$ cat config.mk
export PLATFORM = sky130hd
export DESIGN_NAME = divider_unit
export DESIGN_NICKNAME = d
export VERILOG_FILES = /design/src/rtl/divider_unit_pkg.sv /design/src/rtl/divider_unit_step.sv /design/src/rtl/divider_unit.sv
export SDC_FILE = /design/constraint.sdc
export NUM_CORES = 1
export LEC_CHECK = 0
export ABC_CLOCK_PERIOD_IN_PS = 5000
export CAP_MARGIN = 20
export CELL_PAD_IN_SITES_DETAIL_PLACEMENT = 1
export CELL_PAD_IN_SITES_GLOBAL_PLACEMENT = 1
export CORE_ASPECT_RATIO = 0.9
export CORE_UTILIZATION = 39
export DETAILED_ROUTE_END_ITERATION = 10
export PLACE_DENSITY_LB_ADDON = 0.15
export SLEW_MARGIN = 0
export SYNTH_ARGS = -nofsm -noshare
export SYNTH_HDL_FRONTEND = slang
export SYNTH_SLANG_ARGS = --single-unit
$ cat constraint.sdc
create_clock -name clk -period 5 [get_ports clk]
set_input_delay 0.5 -clock clk [delete_from_list [all_inputs] [get_ports clk]]
set_output_delay 0.5 -clock clk [all_outputs]
set_load 0.03 [all_outputs]
$ cat src/rtl/divider_unit_pkg.sv
// Shared constants for the RV32M divide unit: word width, op encodings and FSM states.
package divider_unit_pkg;

    localparam int WORD_WIDTH = 32;

    localparam logic [1:0] DIV_OP_DIV  = 2'b00;
    localparam logic [1:0] DIV_OP_DIVU = 2'b01;
    localparam logic [1:0] DIV_OP_REM  = 2'b10;
    localparam logic [1:0] DIV_OP_REMU = 2'b11;

    typedef enum logic [1:0] {
        DIV_S_IDLE = 2'b00,
        DIV_S_CALC = 2'b01,
        DIV_S_DONE = 2'b10
    } div_state_e;

endpackage

$ cat src/rtl/divider_unit_step.sv
// One radix-2 restoring iteration: shift {rem,quo} left, conditionally subtract divisor.
module divider_unit_step #(
    parameter int W = 32
) (
    input  logic [W-1:0] rem,
    input  logic [W-1:0] quo,
    input  logic [W-1:0] divisor,
    output logic [W-1:0] rem_next,
    output logic [W-1:0] quo_next
);

    logic [W:0] rem_sh;
    logic       ge;

    always_comb begin
        // The shifted remainder needs one extra bit before the compare.
        rem_sh   = {rem, quo[W-1]};
        ge       = (rem_sh >= {1'b0, divisor});
        rem_next = ge ? W'(rem_sh - {1'b0, divisor}) : W'(rem_sh);
        quo_next = {quo[W-2:0], ge};
    end

endmodule

$ cat src/rtl/divider_unit.sv
// Multicycle RV32M DIV/DIVU/REM/REMU unit for the EXE stage, radix-2 restoring.
module divider_unit #(
    parameter int WORD_WIDTH = divider_unit_pkg::WORD_WIDTH,
    parameter int ITERS      = WORD_WIDTH
) (
    input  logic                  clk,
    input  logic                  nrst,
    input  logic                  abort,
    input  logic                  div_valid,
    input  logic [1:0]            div_op,
    input  logic [WORD_WIDTH-1:0] opA,
    input  logic [WORD_WIDTH-1:0] opB,
    output logic                  div_stall,
    output logic                  div_done,
    output logic [WORD_WIDTH-1:0] div_result,
    output logic [1:0]            dbg_state
);

    import divider_unit_pkg::*;

    localparam int CW = $clog2(ITERS);
    localparam logic [WORD_WIDTH-1:0] ALL_ONES = '1;
    localparam logic [WORD_WIDTH-1:0] MIN_NEG  = {1'b1, {(WORD_WIDTH-1){1'b0}}};
    localparam logic [CW-1:0]         LAST_CNT = CW'(ITERS - 1);

    div_state_e            state;
    logic                  op_is_rem;
    logic                  neg_quo;
    logic                  neg_rem;
    logic [WORD_WIDTH-1:0] divisor_q;
    logic [WORD_WIDTH-1:0] rem_q;
    logic [WORD_WIDTH-1:0] quo_q;
    logic [CW-1:0]         cnt_q;

    logic [WORD_WIDTH-1:0] rem_next;
    logic [WORD_WIDTH-1:0] quo_next;

    logic                  is_signed;
    logic                  a_neg;
    logic                  b_neg;
    logic                  div_by_zero;
    logic                  overflow;
    logic [WORD_WIDTH-1:0] abs_a;
    logic [WORD_WIDTH-1:0] abs_b;
    logic [WORD_WIDTH-1:0] special_res;
    logic [WORD_WIDTH-1:0] calc_res;

    divider_unit_step #(.W(WORD_WIDTH)) u_step (
        .rem      (rem_q),
        .quo      (quo_q),
        .divisor  (divisor_q),
        .rem_next (rem_next),
        .quo_next (quo_next)
    );

    always_comb begin
        is_signed   = ~div_op[0];
        a_neg       = is_signed & opA[WORD_WIDTH-1];
        b_neg       = is_signed & opB[WORD_WIDTH-1];
        abs_a       = a_neg ? -opA : opA;
        abs_b       = b_neg ? -opB : opB;
        div_by_zero = (opB == '0);
        overflow    = is_signed & (opA == MIN_NEG) & (opB == ALL_ONES);
        special_res = '0;
        case (div_op)
            DIV_OP_DIV:  special_res = div_by_zero ? ALL_ONES : MIN_NEG;
            DIV_OP_DIVU: special_res = ALL_ONES;
            DIV_OP_REM:  special_res = div_by_zero ? opA : '0;
            DIV_OP_REMU: special_res = opA;
            default:     special_res = '0;
        endcase
        calc_res = op_is_rem ? (neg_rem ? -rem_next : rem_next)
                             : (neg_quo ? -quo_next : quo_next);
    end

    // Handshake: a request is div_valid while IDLE; div_stall holds the ID/EXE
    // register from the request cycle through the last CALC cycle, and the
    // result is consumed in the single DONE cycle when div_done is high.
    assign div_stall = ((state == DIV_S_IDLE) & div_valid & ~abort) | (state == DIV_S_CALC);
    assign dbg_state = state;

    always_ff @(posedge clk) begin
        if (!nrst) begin
            state      <= DIV_S_IDLE;
            cnt_q      <= '0;
            div_result <= '0;
            div_done   <= 1'b0;
            op_is_rem  <= 1'b0;
            neg_quo    <= 1'b0;
            neg_rem    <= 1'b0;
            divisor_q  <= '0;
            rem_q      <= '0;
            quo_q      <= '0;
        end else begin
            div_done <= 1'b0;
            case (state)
                DIV_S_IDLE: begin
                    if (div_valid && !abort) begin
                        op_is_rem <= div_op[1];
                        neg_quo   <= (div_op == DIV_OP_DIV) & (a_neg ^ b_neg);
                        neg_rem   <= (div_op == DIV_OP_REM) & a_neg;
                        divisor_q <= abs_b;
                        rem_q     <= '0;
                        quo_q     <= abs_a;
                        cnt_q     <= '0;
                        if (div_by_zero || overflow) begin
                            div_result <= special_res;
                            div_done   <= 1'b1;
                            state      <= DIV_S_DONE;
                        end else begin
                            state <= DIV_S_CALC;
                        end
                    end
                end
                DIV_S_CALC: begin
                    if (abort) begin
                        state <= DIV_S_IDLE;
                    end else begin
                        rem_q <= rem_next;
                        quo_q <= quo_next;
                        cnt_q <= cnt_q + CW'(1);
                        if (cnt_q == LAST_CNT) begin
                            div_result <= calc_res;
                            div_done   <= 1'b1;
                            state      <= DIV_S_DONE;
                        end
                    end
                end
                DIV_S_DONE: state <= DIV_S_IDLE;
                default:    state <= DIV_S_IDLE;
            endcase
        end
    end

endmodule

==> metrics.cfg <==
[global_routing]
grt_first_pass_wirelength_mm = 73.76
grt_max_degree = 99
antenna_found_initial = 0
grt_pass1_vias = 12400
gr-total-overflow = 0
gr-usage-all-layers_pct = 32.09

[critical_path]
path_common_cell = inv_1
crit_path_top_delay_cell = nor4_1
crit_chain = inv_1 -> ha_1 -> inv_1 -> fa_1 -> a21o_1 -> a221o_1 -> a211oi_2 -> buf_4 -> o211a_1 -> nor3_1 -> mux2_2 -> nor4_1 -> nor4b_4 -> nor3b_1 -> a2bb2oi_1 -> nand2_1
critPathLaunchType = register
crit_path_end_kind = register
critical_path_class = register to register
critical_path_required_ns = 5.32
worstPathArrival_ns = 5.13
cp_max_fo = 9
slowest_delay_ns = 0.67

[logic_synthesis]
synth_nets = 1704
async_flop_share_pct = 0
synth-seq-area-share_pct = 24.42
synth_cells = 1594
synth_area_mm2 = 0.01139
netlist.area_leader.share_pct = 24.42
synth-seq-cells = 139
synth_edf_count = 0
yosysWarningCount = 0
syn_avg_cell_area_um2 = 7.148
synth-main-ff-cell = dfxtp_1
ys_top_cells_by_area = dfxtp_1 (24%), nor2_1 (7.4%), a21oi_1 (6.7%)
yosysTopAreaCell = dfxtp_1
yosysUniqueCellTypes = 84

[cells_and_area]
drive_gt1_share_pct = 7.679
instances_no_fill = 2053
layout.nets = 1790
diodes = 0
final_common_cell = nor2_1
syn2layout_area_growth_pct = 19.97
finish.utilization_pct = 48.30
finish.instance_area_mm2 = 0.01367
layout_common_cells = nor2_1 (223), a21oi_1 (152), nand2_1 (149)

[sta]
rsz0062_at_grt = no
setup_tns_ns = 0
max-slew-margin-rel_pct = 25.25
fmax_ghz = 0.2081
tightest_slew_ns = 1.119
setup_ws_ns = 0.1954
fin_worst_skew_ns = 0.01323
setup_violations = 0
min_period_ns = 4.805
hold_ws_ns = 0.4362
finalCritPeriodShare_pct = 96.09
finalHoldViolCount = 0
slew_viol_final = 0

[cts]
clock_sinks = 139
clk_pin_slew_worst_paths_ns = 0.06
root_buffer = clkbuf_16
cts_buffer_depth = 2
clk_latency_ns = 0.44
cts_tree = yes
cts_made_buffers = 17
cts_htree_levels = 4
ctsHoldBuffers = 0

[floorplan]
rows = 58
ioPinCount = 106
die_width_um = 182.2
die_area_mm2 = 0.02991
initial_core_util_pct = 40.26
core_area_mm2 = 0.02830
die_height_um = 164.2

[detailed_routing]
wirelength_mm = 47.64
dr_total_vias = 12870
postRouteAntennaNets = 0
post_drt_wl_per_cell_um = 23.21
vias_per_cell = 6.268
drc = 0
drt_iter0_drc = 1227
first_pass_iters = 5

[place]
gp_congestion = 0.9244
port_buffers = 105
placed_cells = 2019
placed_area_mm2 = 0.01298
pre_cts_ws_ns = 0.1727
detailedPlacementHpwl_mm = 36.24

[power_and_ir_drop]
fin_total_pwr_mw = 3.706
power_density_mw_per_mm2 = 271.1
leakage_nw = 5.240
switching_share_pct = 35.17
switching_power_mw = 1.303
p_int_mw = 2.403
combPwrFrac_pct = 30.2
p_seq_share_pct = 32.6
ir_worst_vdd_mv = 0.2329
clkPwrFrac_pct = 37.2

[job]
cap_violations = 0

[outcome]
status = finished, final reports clean

[worst_hold_path]
hold_class = register to register

==> sequential cells by signal, indices dropped and copies added, names as in the netlist <==
name / cells
div_result: 32
divisor_q: 32
quo_q: 32
rem_q: 32
cnt_q: 5
dbg_state: 2
div_done: 1
neg_quo: 1
neg_rem: 1
op_is_rem: 1
==> area by class of cell <==
| class | instances | area [µm²] |
|---|---|---|
| Clock inverter | 9 | 133.9 |
| Inverter | 61 | 230.2 |
| Timing Repair Buffer | 167 | 1536 |
| Tap cell | 360 | 450.4 |
| Fill cell | 3574 | 14630 |
| Multi-Input combinational cell | 1294 | 8049 |
| Sequential cell | 139 | 2783 |
| Clock buffer | 23 | 488.0 |
==> Yosys cell counts, types with 24 or more instances <==
cell type / number
xnor2_1: 52
a211oi_1: 70
o31ai_1: 33
nand3_1: 27
dfxtp_1: 139
nand2_1: 149
xor2_1: 74
or3_1: 25
nor4_1: 24
inv_1: 60
o21ai_0: 100
nor3_1: 32
nor2_1: 224
clkbuf_1: 83
a21oi_1: 152
ha_1: 39
==> worst max-delay path: cells and delay by family, from the launching register on <==
family          cells  cell delay [ns]
simple gates        5             1.57
buf+inv             3             0.38
flops               1             0.39
compound gates      5             1.41
fa+ha+maj           2             0.64
mux                 1             0.28
==> cell families after synthesis <==
family / after synthesis / share of synthesized area, %
AOI/OAI and AO/OA: 515 / 29.52
xor gates and xnor gates: 126 / 9.685
adders and majority gates: 40 / 4.458
buffers and inverters: 161 / 5.435
DFF: 139 / 24.42
muxes: 21 / 1.878
and+or+nand+nor: 592 / 24.61
==> path summary, 6_finish.rpt <==
| path | from | end | slack [ns] | cells after the start |
|---|---|---|---|---|
| worst min register to register | div_result[7]$_SDFFE_PN0P_ | div_result[7]$_SDFFE_PN0P_ | 0.44 | 2 |
| worst max-delay path | quo_q[31]$_SDFFE_PN0P_ | div_result[31]$_SDFFE_PN0P_ | 0.20 | 16 |
| worst min-delay path | div_result[7]$_SDFFE_PN0P_ | div_result[7]$_SDFFE_PN0P_ | 0.44 | 2 |
| worst max register to register | quo_q[31]$_SDFFE_PN0P_ | div_result[31]$_SDFFE_PN0P_ | 0.20 | 16 |
==> power groups by stage <==
stage / logic [mW] / clock network, mW / registers (mW)
final: 1.12 / 1.38 / 1.21
after detailed placement: 1.07 / 0 / 1.23
after global routing: 1.20 / 1.43 / 1.21
after global placement: 1.05 / 0 / 1.23
after CTS: 1.08 / 1.39 / 1.21
after floorplan: 0.663 / 0 / 1.22
==> routing by layer <==
layer	vias to the layer above	wire [µm]	GRT usage (%)	part of all wire [%]
met5	-	0	0	0
li1	5980	-	-	-
met2	526	20170	48.35	42
met4	0	960	8.289	2.0
met3	60	3435	5.299	7.2
met1	6303	23080	46.89	48
==> repair_timing <==
action,CTS,global route
gates resized for setup,0,8
hold endpoints to repair,0,0
setup endpoints to repair,0,4
setup buffers,0,1
(Power assumes the default switching activity.)
